<file path="config.mk">
export PLATFORM = sky130hd
export DESIGN_NAME = tinyml_cmd_router
export DESIGN_NICKNAME = d
export VERILOG_FILES = /design/src/rtl/tinyml_router_pkg.sv /design/src/rtl/tinyml_order_fifo.sv /design/src/rtl/tinyml_cmd_router.sv
export SDC_FILE = /design/constraint.sdc
export NUM_CORES = 1
export LEC_CHECK = 0
export CAP_MARGIN = 20
export CORE_AREA = 2 2 108 110
export DETAILED_ROUTE_END_ITERATION = 10
export DIE_AREA = 0 0 110 112
export HOLD_SLACK_MARGIN = 0.12
export PLACE_DENSITY = 0.63
export SYNTH_ARGS = -nofsm -noshare
export SYNTH_HDL_FRONTEND = slang
export SYNTH_SLANG_ARGS = --single-unit
export TNS_END_PERCENT = 100
</file>
<file path="constraint.sdc">
create_clock -name clk -period 2.4 [get_ports clk]
set_input_delay 0.6 -clock clk [delete_from_list [all_inputs] [get_ports clk]]
set_output_delay 0.6 -clock clk [all_outputs]
set_load 0.005 [all_outputs]
</file>
<file path="src/rtl/tinyml_router_pkg.sv">
// Shared types and helpers for the tinyML command router.
package tinyml_router_pkg;

    localparam int FID_W = 10;
    localparam logic [31:0] ERR_CODE_DEFAULT = 32'hDEAD_0001;

    // Order-FIFO tag. The id field is sized for the widest possible selector;
    // only the low UNIT_SEL_W bits are ever non-zero.
    typedef struct packed {
        logic             err;
        logic [FID_W-1:0] id;
    } tag_t;

    // Unit selector: the top sel_w bits of the function ID, right-aligned.
    function automatic logic [FID_W-1:0] get_sel(input logic [FID_W-1:0] fid,
                                                 input int unsigned      sel_w);
        return fid >> (FID_W - sel_w);
    endfunction

endpackage

</file>
<file path="src/rtl/tinyml_order_fifo.sv">
// Tag FIFO remembering the issue order of outstanding commands.
module tinyml_order_fifo
    import tinyml_router_pkg::*;
#(
    parameter int DEPTH = 4
) (
    input  logic                     clk,
    input  logic                     rstn,
    input  logic                     push,
    input  tag_t                     push_tag,
    input  logic                     pop,
    output tag_t                     head,
    output logic [$clog2(DEPTH):0]   count
);

    localparam int PTR_W = $clog2(DEPTH);
    localparam int CNT_W = PTR_W + 1;

    tag_t             mem_q [DEPTH];
    logic [PTR_W-1:0] wr_ptr_q, wr_ptr_d;
    logic [PTR_W-1:0] rd_ptr_q, rd_ptr_d;
    logic [CNT_W-1:0] count_q, count_d;

    // Next-state pointers and occupancy; pointers wrap because DEPTH is a power of 2.
    always_comb begin
        // NOTE: every signal gets a default before any branch, so no path can infer a latch.
        wr_ptr_d = wr_ptr_q;
        rd_ptr_d = rd_ptr_q;
        count_d  = count_q;
        if (push) wr_ptr_d = wr_ptr_q + PTR_W'(1);
        if (pop)  rd_ptr_d = rd_ptr_q + PTR_W'(1);
        case ({push, pop})
            2'b10:   count_d = count_q + CNT_W'(1);
            2'b01:   count_d = count_q - CNT_W'(1);
            default: count_d = count_q;
        endcase
    end

    // Pointer and count registers.
    always_ff @(posedge clk or negedge rstn) begin
        // NOTE: sequential state uses non-blocking assignments so every register updates from pre-edge values.
        if (!rstn) begin
            wr_ptr_q <= '0;
            rd_ptr_q <= '0;
            count_q  <= '0;
        end else begin
            wr_ptr_q <= wr_ptr_d;
            rd_ptr_q <= rd_ptr_d;
            count_q  <= count_d;
        end
    end

    // Tag storage written at the tail.
    always_ff @(posedge clk) begin
        // NOTE: storage has no reset; an entry is only read after count shows it was written.
        if (push) mem_q[wr_ptr_q] <= push_tag;
    end

    assign head  = mem_q[rd_ptr_q];
    assign count = count_q;

endmodule

</file>
<file path="src/rtl/tinyml_cmd_router.sv">
// Routes CPU custom-instruction commands to NUM_UNITS units and returns
// responses strictly in issue order; unmapped selectors get a local error reply.
module tinyml_cmd_router
    import tinyml_router_pkg::*;
#(
    parameter int                   NUM_UNITS   = 2,
    parameter int                   UNIT_SEL_W  = 1,
    parameter int                   ORDER_DEPTH = 4,
    parameter logic [31:0]          ERR_CODE    = ERR_CODE_DEFAULT,
    parameter logic [NUM_UNITS-1:0] INT_MASK    = {NUM_UNITS{1'b1}}
) (
    input  logic                    clk,
    input  logic                    rstn,
    input  logic                    cmd_valid,
    input  logic [9:0]              cmd_function_id,
    input  logic [31:0]             cmd_inputs_0,
    input  logic [31:0]             cmd_inputs_1,
    output logic                    cmd_ready,
    output logic                    cmd_int,
    output logic                    rsp_valid,
    output logic [31:0]             rsp_outputs_0,
    input  logic                    rsp_ready,
    output logic [NUM_UNITS-1:0]    u_cmd_valid,
    output logic [9:0]              u_cmd_function_id,
    output logic [31:0]             u_cmd_inputs_0,
    output logic [31:0]             u_cmd_inputs_1,
    input  logic [NUM_UNITS-1:0]    u_cmd_ready,
    input  logic [NUM_UNITS-1:0]    u_rsp_valid,
    input  logic [32*NUM_UNITS-1:0] u_rsp_outputs_0,
    output logic [NUM_UNITS-1:0]    u_rsp_ready,
    input  logic [NUM_UNITS-1:0]    u_int,
    output logic [15:0]             err_count
);

    localparam int CNT_W = $clog2(ORDER_DEPTH) + 1;

    logic [FID_W-1:0] sel;
    logic             mapped;
    logic             not_full;
    logic             unit_ready;
    logic             push, pop;
    tag_t             push_tag, head;
    logic [CNT_W-1:0] count;
    logic [15:0]      err_count_q, err_count_d;
    logic             cmd_int_q;

    assign sel      = get_sel(cmd_function_id, UNIT_SEL_W);
    assign mapped   = ({22'd0, sel} < 32'(NUM_UNITS));
    // Depends only on the registered count, so a push can never hit a full FIFO.
    assign not_full = (count < CNT_W'(ORDER_DEPTH));

    // Command steering: only the selected unit sees valid; its ready gates the CPU.
    always_comb begin
        u_cmd_valid = '0;
        unit_ready  = 1'b0;
        for (int k = 0; k < NUM_UNITS; k++) begin
            if (sel == FID_W'(k)) begin
                u_cmd_valid[k] = cmd_valid & not_full;
                unit_ready     = u_cmd_ready[k];
            end
        end
    end

    assign cmd_ready         = not_full & (mapped ? unit_ready : 1'b1);
    assign u_cmd_function_id = cmd_function_id;
    assign u_cmd_inputs_0    = cmd_inputs_0;
    assign u_cmd_inputs_1    = cmd_inputs_1;
    assign push              = cmd_valid & cmd_ready;

    // Tag recorded on accept: error flag for unmapped selectors, else the unit index.
    always_comb begin
        push_tag     = '0;
        push_tag.err = ~mapped;
        push_tag.id  = mapped ? sel : '0;
    end

    tinyml_order_fifo #(
        .DEPTH    (ORDER_DEPTH)
    ) u_order_fifo (
        .clk      (clk),
        .rstn     (rstn),
        .push     (push),
        .push_tag (push_tag),
        .pop      (pop),
        .head     (head),
        .count    (count)
    );

    // Response steering from the head tag; non-head units see ready low and hold.
    always_comb begin
        rsp_valid     = 1'b0;
        rsp_outputs_0 = '0;
        u_rsp_ready   = '0;
        if (count != '0) begin
            if (head.err) begin
                rsp_valid     = 1'b1;
                rsp_outputs_0 = ERR_CODE;
            end else begin
                for (int k = 0; k < NUM_UNITS; k++) begin
                    if (head.id == FID_W'(k)) begin
                        rsp_valid      = u_rsp_valid[k];
                        rsp_outputs_0  = u_rsp_outputs_0[32*k +: 32];
                        u_rsp_ready[k] = rsp_ready;
                    end
                end
            end
        end
    end

    assign pop = rsp_valid & rsp_ready;

    // Saturating count of accepted unmapped commands.
    always_comb begin
        err_count_d = err_count_q;
        if (push && !mapped && err_count_q != 16'hFFFF) err_count_d = err_count_q + 16'd1;
    end

    // Error counter and merged, masked, level-sensitive interrupt.
    always_ff @(posedge clk or negedge rstn) begin
        if (!rstn) begin
            err_count_q <= '0;
            cmd_int_q   <= 1'b0;
        end else begin
            err_count_q <= err_count_d;
            cmd_int_q   <= |(u_int & INT_MASK);
        end
    end

    assign err_count = err_count_q;
    assign cmd_int   = cmd_int_q;

endmodule

</file>
# Word level (Yosys, flattened, before mapping)

Memories as Yosys holds them, arrays and structs flattened.
Index checks and enable logic that the tools add are counted.
W data, S select, Z words.

$add $sub $neg: 5
$lt $le $gt $ge: 2
Equality and inequality tests: 4
Mux-type cells: 21
Bitwise gates (word level): 5
Reduce and logical (&&, ||, !) cells: 8

Operators by type and width:

| operator                | count |
|---|---|
| $mux W32                | 4 |
| $logic_not A10 Y1       | 2 |
| $add A16 B1 Y16 const B | 1 |
| $ne A16 B16 Y1 const B  | 1 |
| $mux W1                 | 14 |
| $eq A10 B1 Y1 const B   | 1 |
| $pmux W3 S2             | 1 |
| $add A2 B1 Y2 const B   | 2 |
| $and A1 B1 Y1           | 4 |
| $mux W2                 | 2 |
| $add A3 B1 Y3 const B   | 1 |
| $lt A3 B3 Y1 const B    | 1 |
| $reduce_bool A3 Y1      | 1 |
| $sub A3 B1 Y3 const B   | 1 |
| $eq A2 B1 Y1 const B    | 1 |
| $eq A2 B2 Y1 const B    | 1 |
| $logic_and A1 B1 Y1     | 2 |
| $lt A1 B2 Y1 const B    | 1 |
| $reduce_bool A2 Y1      | 1 |
| $reduce_or A2 Y1        | 1 |
| $logic_not A1 Y1        | 1 |
| $not A1 Y1              | 1 |

Bits in registers: 24
Bits in writable memories: 8
Word-level logic and storage cells: 51
Memories: 1

Memories:

| memory             | depth | width | rd ports | clocked after memory_dff | write ports | line                    | source |
|---|---|---|---|---|---|---|---|
| u_order_fifo.mem_q | 4     | 2     | 1        | 0                        | 1           | tinyml_order_fifo.sv:19 | `tag_t mem_q [DEPTH];` |

# Logic depth before layout (Yosys ltp)

An unclocked memory read counts as a cell.

Word-level depth: 9
Mapped depth: 11
Gate-level depth less buffers: 9

# Modules after synthesis

A second synthesis with hierarchy kept.

Cells, all modules: 281
Area total of the unflattened synthesis: 3450.8 um2

By module, submodules not included:

| module            | instances | cells an instance | area an instance (um2) |
|---|---|---|---|
| tinyml_order_fifo | 1         | 91                | 1980.6 |
| tinyml_cmd_router | 1         | 190               | 1470.2 |

# Worst setup path after synthesis

No wires, ideal clock.

Path type: register to register
Start point: register u_order_fifo.rd_ptr_q[0]
End point: register u_order_fifo.count_q[2] (netlist: u_order_fifo.count[2])
Setup time: 79 ps
Arrival: 2343 ps
Required time: 2321 ps
Setup slack: -22 ps
Stages on the path, launching flop included: 12
Buffers on the path: 2
Period minus slack after synthesis: 2422 ps
Cell sequence: dfrtp_1 buf_6 mux4_2 buf_6 mux2i_4 nor2_2 ha_1 inv_1 fa_1 xor2_1 nor2_1 xor2_1

Word-level cells in the longest chain between the ends: 9
Elaborated cells on any way between the ends: 12
Classes of those cells: eq/ne (3); mux (5); bitwise (1); reduce/logical (2); memory (1)

Ends and longest elaborated chain:

| element                                                  | line                     | source |
|---|---|---|
| start: declaration                                       | tinyml_order_fifo.sv:21  | `logic [PTR_W-1:0] rd_ptr_q, rd_ptr_d;` |
| start signal: assignment                                 | tinyml_order_fifo.sv:48  | `rd_ptr_q <= rd_ptr_d;` |
| $mem_v2 Z4 W2 *                                          | --                       |  |
| $logic_not A10 Y1                                        | tinyml_cmd_router.sv:100 | `if (head.id == FID_W'(k)) begin` |
| $mux W1 (2 in a row)                                     | tinyml_cmd_router.sv:100 |  |
| $mux W1 *                                                | tinyml_cmd_router.sv:95  | `if (head.err) begin` |
| $mux W1 *                                                | tinyml_cmd_router.sv:94  | `if (count != '0) begin` |
| $and A1 B1 Y1 *                                          | tinyml_cmd_router.sv:110 | `assign pop = rsp_valid & rsp_ready;` |
| via pop                                                  | tinyml_cmd_router.sv:41  | `logic push, pop;` |
| $eq A2 B1 Y1 / $eq A2 B2 Y1 (equally long branches)      | tinyml_order_fifo.sv:32  | `case ({push, pop})` |
| $pmux W3 S2 / $reduce_bool A2 Y1 (equally long branches) | --                       |  |
| end signal: assignment                                   | tinyml_order_fifo.sv:49  | `count_q <= count_d;` |
| end: declaration                                         | tinyml_order_fifo.sv:22  | `logic [CNT_W-1:0] count_q, count_d;` |

The timed path passes the listed nets; every way through them passes the cells marked *.
A chain may end at the register's enable or synchronous reset.

# Worst setup path after layout

Start point: register u_order_fifo.rd_ptr_q[0]
End point: output port rsp_valid

Word-level cells in the longest chain between the ends: 6
Elaborated cells on any way between the ends: 7
Classes of those cells: eq/ne (1); mux (4); reduce/logical (1); memory (1)

Ends and longest elaborated chain:

| element              | line                     | source |
|---|---|---|
| $mem_v2 Z4 W2 *      | --                       |  |
| $logic_not A10 Y1    | tinyml_cmd_router.sv:100 |  |
| $mux W1 (2 in a row) | tinyml_cmd_router.sv:100 |  |
| $mux W1 *            | tinyml_cmd_router.sv:95  |  |
| $mux W1 *            | tinyml_cmd_router.sv:94  |  |
| end: declaration     | tinyml_cmd_router.sv:20  | `output logic rsp_valid,` |

Mark *: on every way between the ends. The rest lies on a longest branch, timed or not.

==> summary.md <==
| Metric | Value |
|---|---|
| Status | finished with violations |
| Failing checks | setup timing |
| CTS sink cnt | 12 |
| CTS tree | built |
| Final setup fails | 34 |
| I/O pins | approximately 280 |
| Worst path cell trace | mux4_2 > buf_6 > mux2i_4 > buf_4 > buf_4 > nor2_1 > buf_2 |
| Minimum clock period | roughly 2.5 ns |
| Highest Clock Rate | around 0.39 GHz |
| Slew Limit Fails | 0 |
| Setup crit end | rsp_valid |
| Clock network fraction of total power | 0.095 |
| DIE HEIGHT | 112 um |
| Int Pwr | between 1.5 and 2 mW |
| Synth top area share | 0.371 |
| Initial antenna violation count | 0 |
| FF-to-FF path depth | 11 |
| Core ar. | around 11000 sq um |
| First-pass GRT wire length | around 11000 um |
| Setup slack after layout | -0.144 ns |
| R2R setup slack | -0.11 ns |
| Final hold violations | 0 |
| Final Cycle Share | 1.06 |
| Delay of the slowest critical-path stage | 0.55 ns |
| Initial DRC Count | 70 |
| Final ANT Viol Nets | 0 |
| CP Depth | 7 |
| Min Hold Slack | roughly 0.52 ns |
| Post-Route WL | between 7000 and 8000 um |
| Worst-skew pair later-pin latency | 0.24 ns |
| Vias in the first global route | 1891 |
| Worst Clk Skew | around 0.0011 ns |
| Worst path buffer plus inverter count | 4 |
| Router iterations before antenna repair | 5 |
| Hold depth | 1 |
| Total CTS buffers | 3 |
| Total track usage | 0.112 |
| Die area | between 10000 and 15000 sq um |
| Final layout net count | 477 |
| Power per Cell Area | around 1100 nW/um^2 |
| GP Congestion | between 0.8 and 0.9 |
| Post-route cell area | 3020 sq um |
| Clock root cell | clkbuf_16 |
| Initial Util | 0.163 |
| HPWL Detailed | between 5000 and 6000 um |
| Lkg Pwr | between 1 and 1.5 nW |
| Commonest non-fill, non-tap cells in the layout | clkdlybuf4s50_1, nand2_1, buf_2 |
| # H-tree levels | 1 |
| Clock Tree Buf Depth | 2 |
| Crit path required time | 1.80 ns |
| Max Cap Viol | 0 |
| CP delay by family, top | multiplexers |
| Critical path endpoint category | output pin |
| Peak VDD IR | about 0.0006 V |
| Placed cell areas | between 2000 and 3000 sq um |
| Post-synthesis register bit count | 12 |
| Register area share after synthesis | 0.176 |
| Post-Syn Instances | approximately 260 |
| Clk pin slew, worst setup/hold paths | 0.04 ns |
| Final setup TNS | -2.88 ns |
| Row Count | 39 |
| NetSw | between 1 and 1.5 mW |
| IO buf count | 114 |
| Reg2reg start | u_order_fifo.rd_ptr_q[0] |
| Worst r2r dst | u_order_fifo.count[2] |
| Commonest non-fill, non-tap cell in the layout | clkdlybuf4s50_1 |
| Via-per-instance ratio | about 3.8 |
| Crit-path slowest cell | mux4_2 |
| Sequential power share | 0.109 |
| Yosys Warn Count | 0 |
| Area delta synth->final | 65.8% |
| Drc violations | 0 |
| Crit Path Max Fanout | 3 |
| Critical path class | flop to output pin |
| Gr ovfl total | 0 |
| Largest net degree at the start of global routing | 25 |
| Synth area leader | buf_4 |
| Worst hold path type | flop to flop |
| CP startpoint kind | flop |
| Synth unique cells | 25 |
| Routed wire per std cell | 15.4 um |
| ANT cells | 0 |
| Switching Share | 0.397 |
| Layout cells sized above 1 | 0.388 |
| Mean Syn Cell Area | 7.11 sq um |
| Synth area leaders | buf_4, nand2_1, dfrtp_1, a21oi_1, edfxtp_1 |
| Worst Setup SP | u_order_fifo.rd_ptr_q[0] |
| CP arrival | 1.94 ns |
| Mapped Area | 1820 sq um |
| Die Width | approximately 110 um |
| RSZ-0062 raised after global routing | true |
| Vias post-DR | between 1500 and 2000 |
| Hold Buf Count CTS | 0 |
| Combinational power share | 0.797 |
| Top cell by count, worst path | buf_4 |
## cell usage after synthesis (all sizes together)
master / number
nor3b: 1
mux4: 1
clkbuf: 9
o21ai: 1
dfrtp: 8
conb: 1
xor2: 4
or2: 1
and2: 4
nor3: 1
mux2i: 5
ha: 5
inv: 7
nand2: 65
fa: 1
xnor2: 2
nand2b: 2
buf: 92
a21oi: 32
edfxtp: 4
nor2: 9
mux2: 1
## metal layers
layer / vias to the layer above / routed length (um) / GRT usage / part of all wire
li1: 828 / - / - / -
met1: 796 / 2380 / 0.119 / 0.33
met2: 124 / 3610 / 0.184 / 0.50
met3: 35 / 745 / 0.0416 / 0.10
met4: 0 / 419 / 0.0709 / 0.059
met5: - / 0 / 0 / 0
## cell families (layout without fill, tap and decap cells)
kind of cell | after synthesis | after routing | share of synthesized area
compound gates | 33 | 33 | 0.0907
xor+xnor | 6 | 6 | 0.0289
fa+ha+maj | 6 | 6 | 0.0454
buf+inv | 108 | 159 | 0.416
flops | 12 | 12 | 0.176
mux | 7 | 7 | 0.0529
other cells | 1 | 16 | 0.00206
simple gates | 83 | 83 | 0.188
## sequential cells by signal, indices dropped and copies added, names as in the netlist
name / count
u_order_fifo.rd_ptr_q: 2
cmd_int: 1
u_order_fifo.wr_ptr_q: 2
u_order_fifo.mem_q: 4
u_order_fifo.count: 3
## per-stage QoR
step	power, mW	worst slack, ns	util	instances
detailed placement	2.43	-0.168	0.235	439
global placement	2.38	-0.122	0.235	439
floorplan	1.33	-0.0214	-	271
finish	3.21	-0.144	0.270	465
global route	3.46	-0.235	0.270	465
CTS	3.20	-0.118	0.267	462
## power groups by stage
stage	registers (mW)	clock network (mW)	logic, mW
final	0.350	0.304	2.56
after global routing	0.363	0.323	2.77
after CTS	0.350	0.313	2.53
after detailed placement	0.355	0	2.07
after global placement	0.350	0	2.03
after floorplan	0.327	0	0.999
## worst min path at each step
stage          slack (ns)                  endpoint                     start
5_1_grt              0.55  u_order_fifo.rd_ptr_q[1]  u_order_fifo.rd_ptr_q[1]
2_1_floorplan        0.30                   cmd_int                      rstn
3_5_place_dp         0.50  u_order_fifo.rd_ptr_q[1]  u_order_fifo.rd_ptr_q[1]
3_3_place_gp         0.50  u_order_fifo.rd_ptr_q[1]  u_order_fifo.rd_ptr_q[1]
4_1_cts              0.52     u_order_fifo.count[0]     u_order_fifo.count[0]
6_report             0.52     u_order_fifo.count[0]     u_order_fifo.count[0]
## cell type report
class | instances | area [sq um]
Clock buffer | 3 | 75.1
Clock inverter | 1 | 3.75
Fill cell | 1172 | 8160
Inverter | 7 | 26.3
Multi-Input combinational cell | 151 | 980
Sequential cell | 12 | 322
Tap cell | 143 | 179
Timing Repair Buffer | 148 | 1430
## timing repair
| action | in CTS | in global routing |
|---|---|---|
| pin swaps | 9 | 4 |
| gates cloned | 4 | 1 |
| endpoints found under the setup margin | 40 | 38 |
| gates resized for setup | 190 | 13 |
| setup buffers | 15 | 3 |
Power figures use the tool's default switching activity.
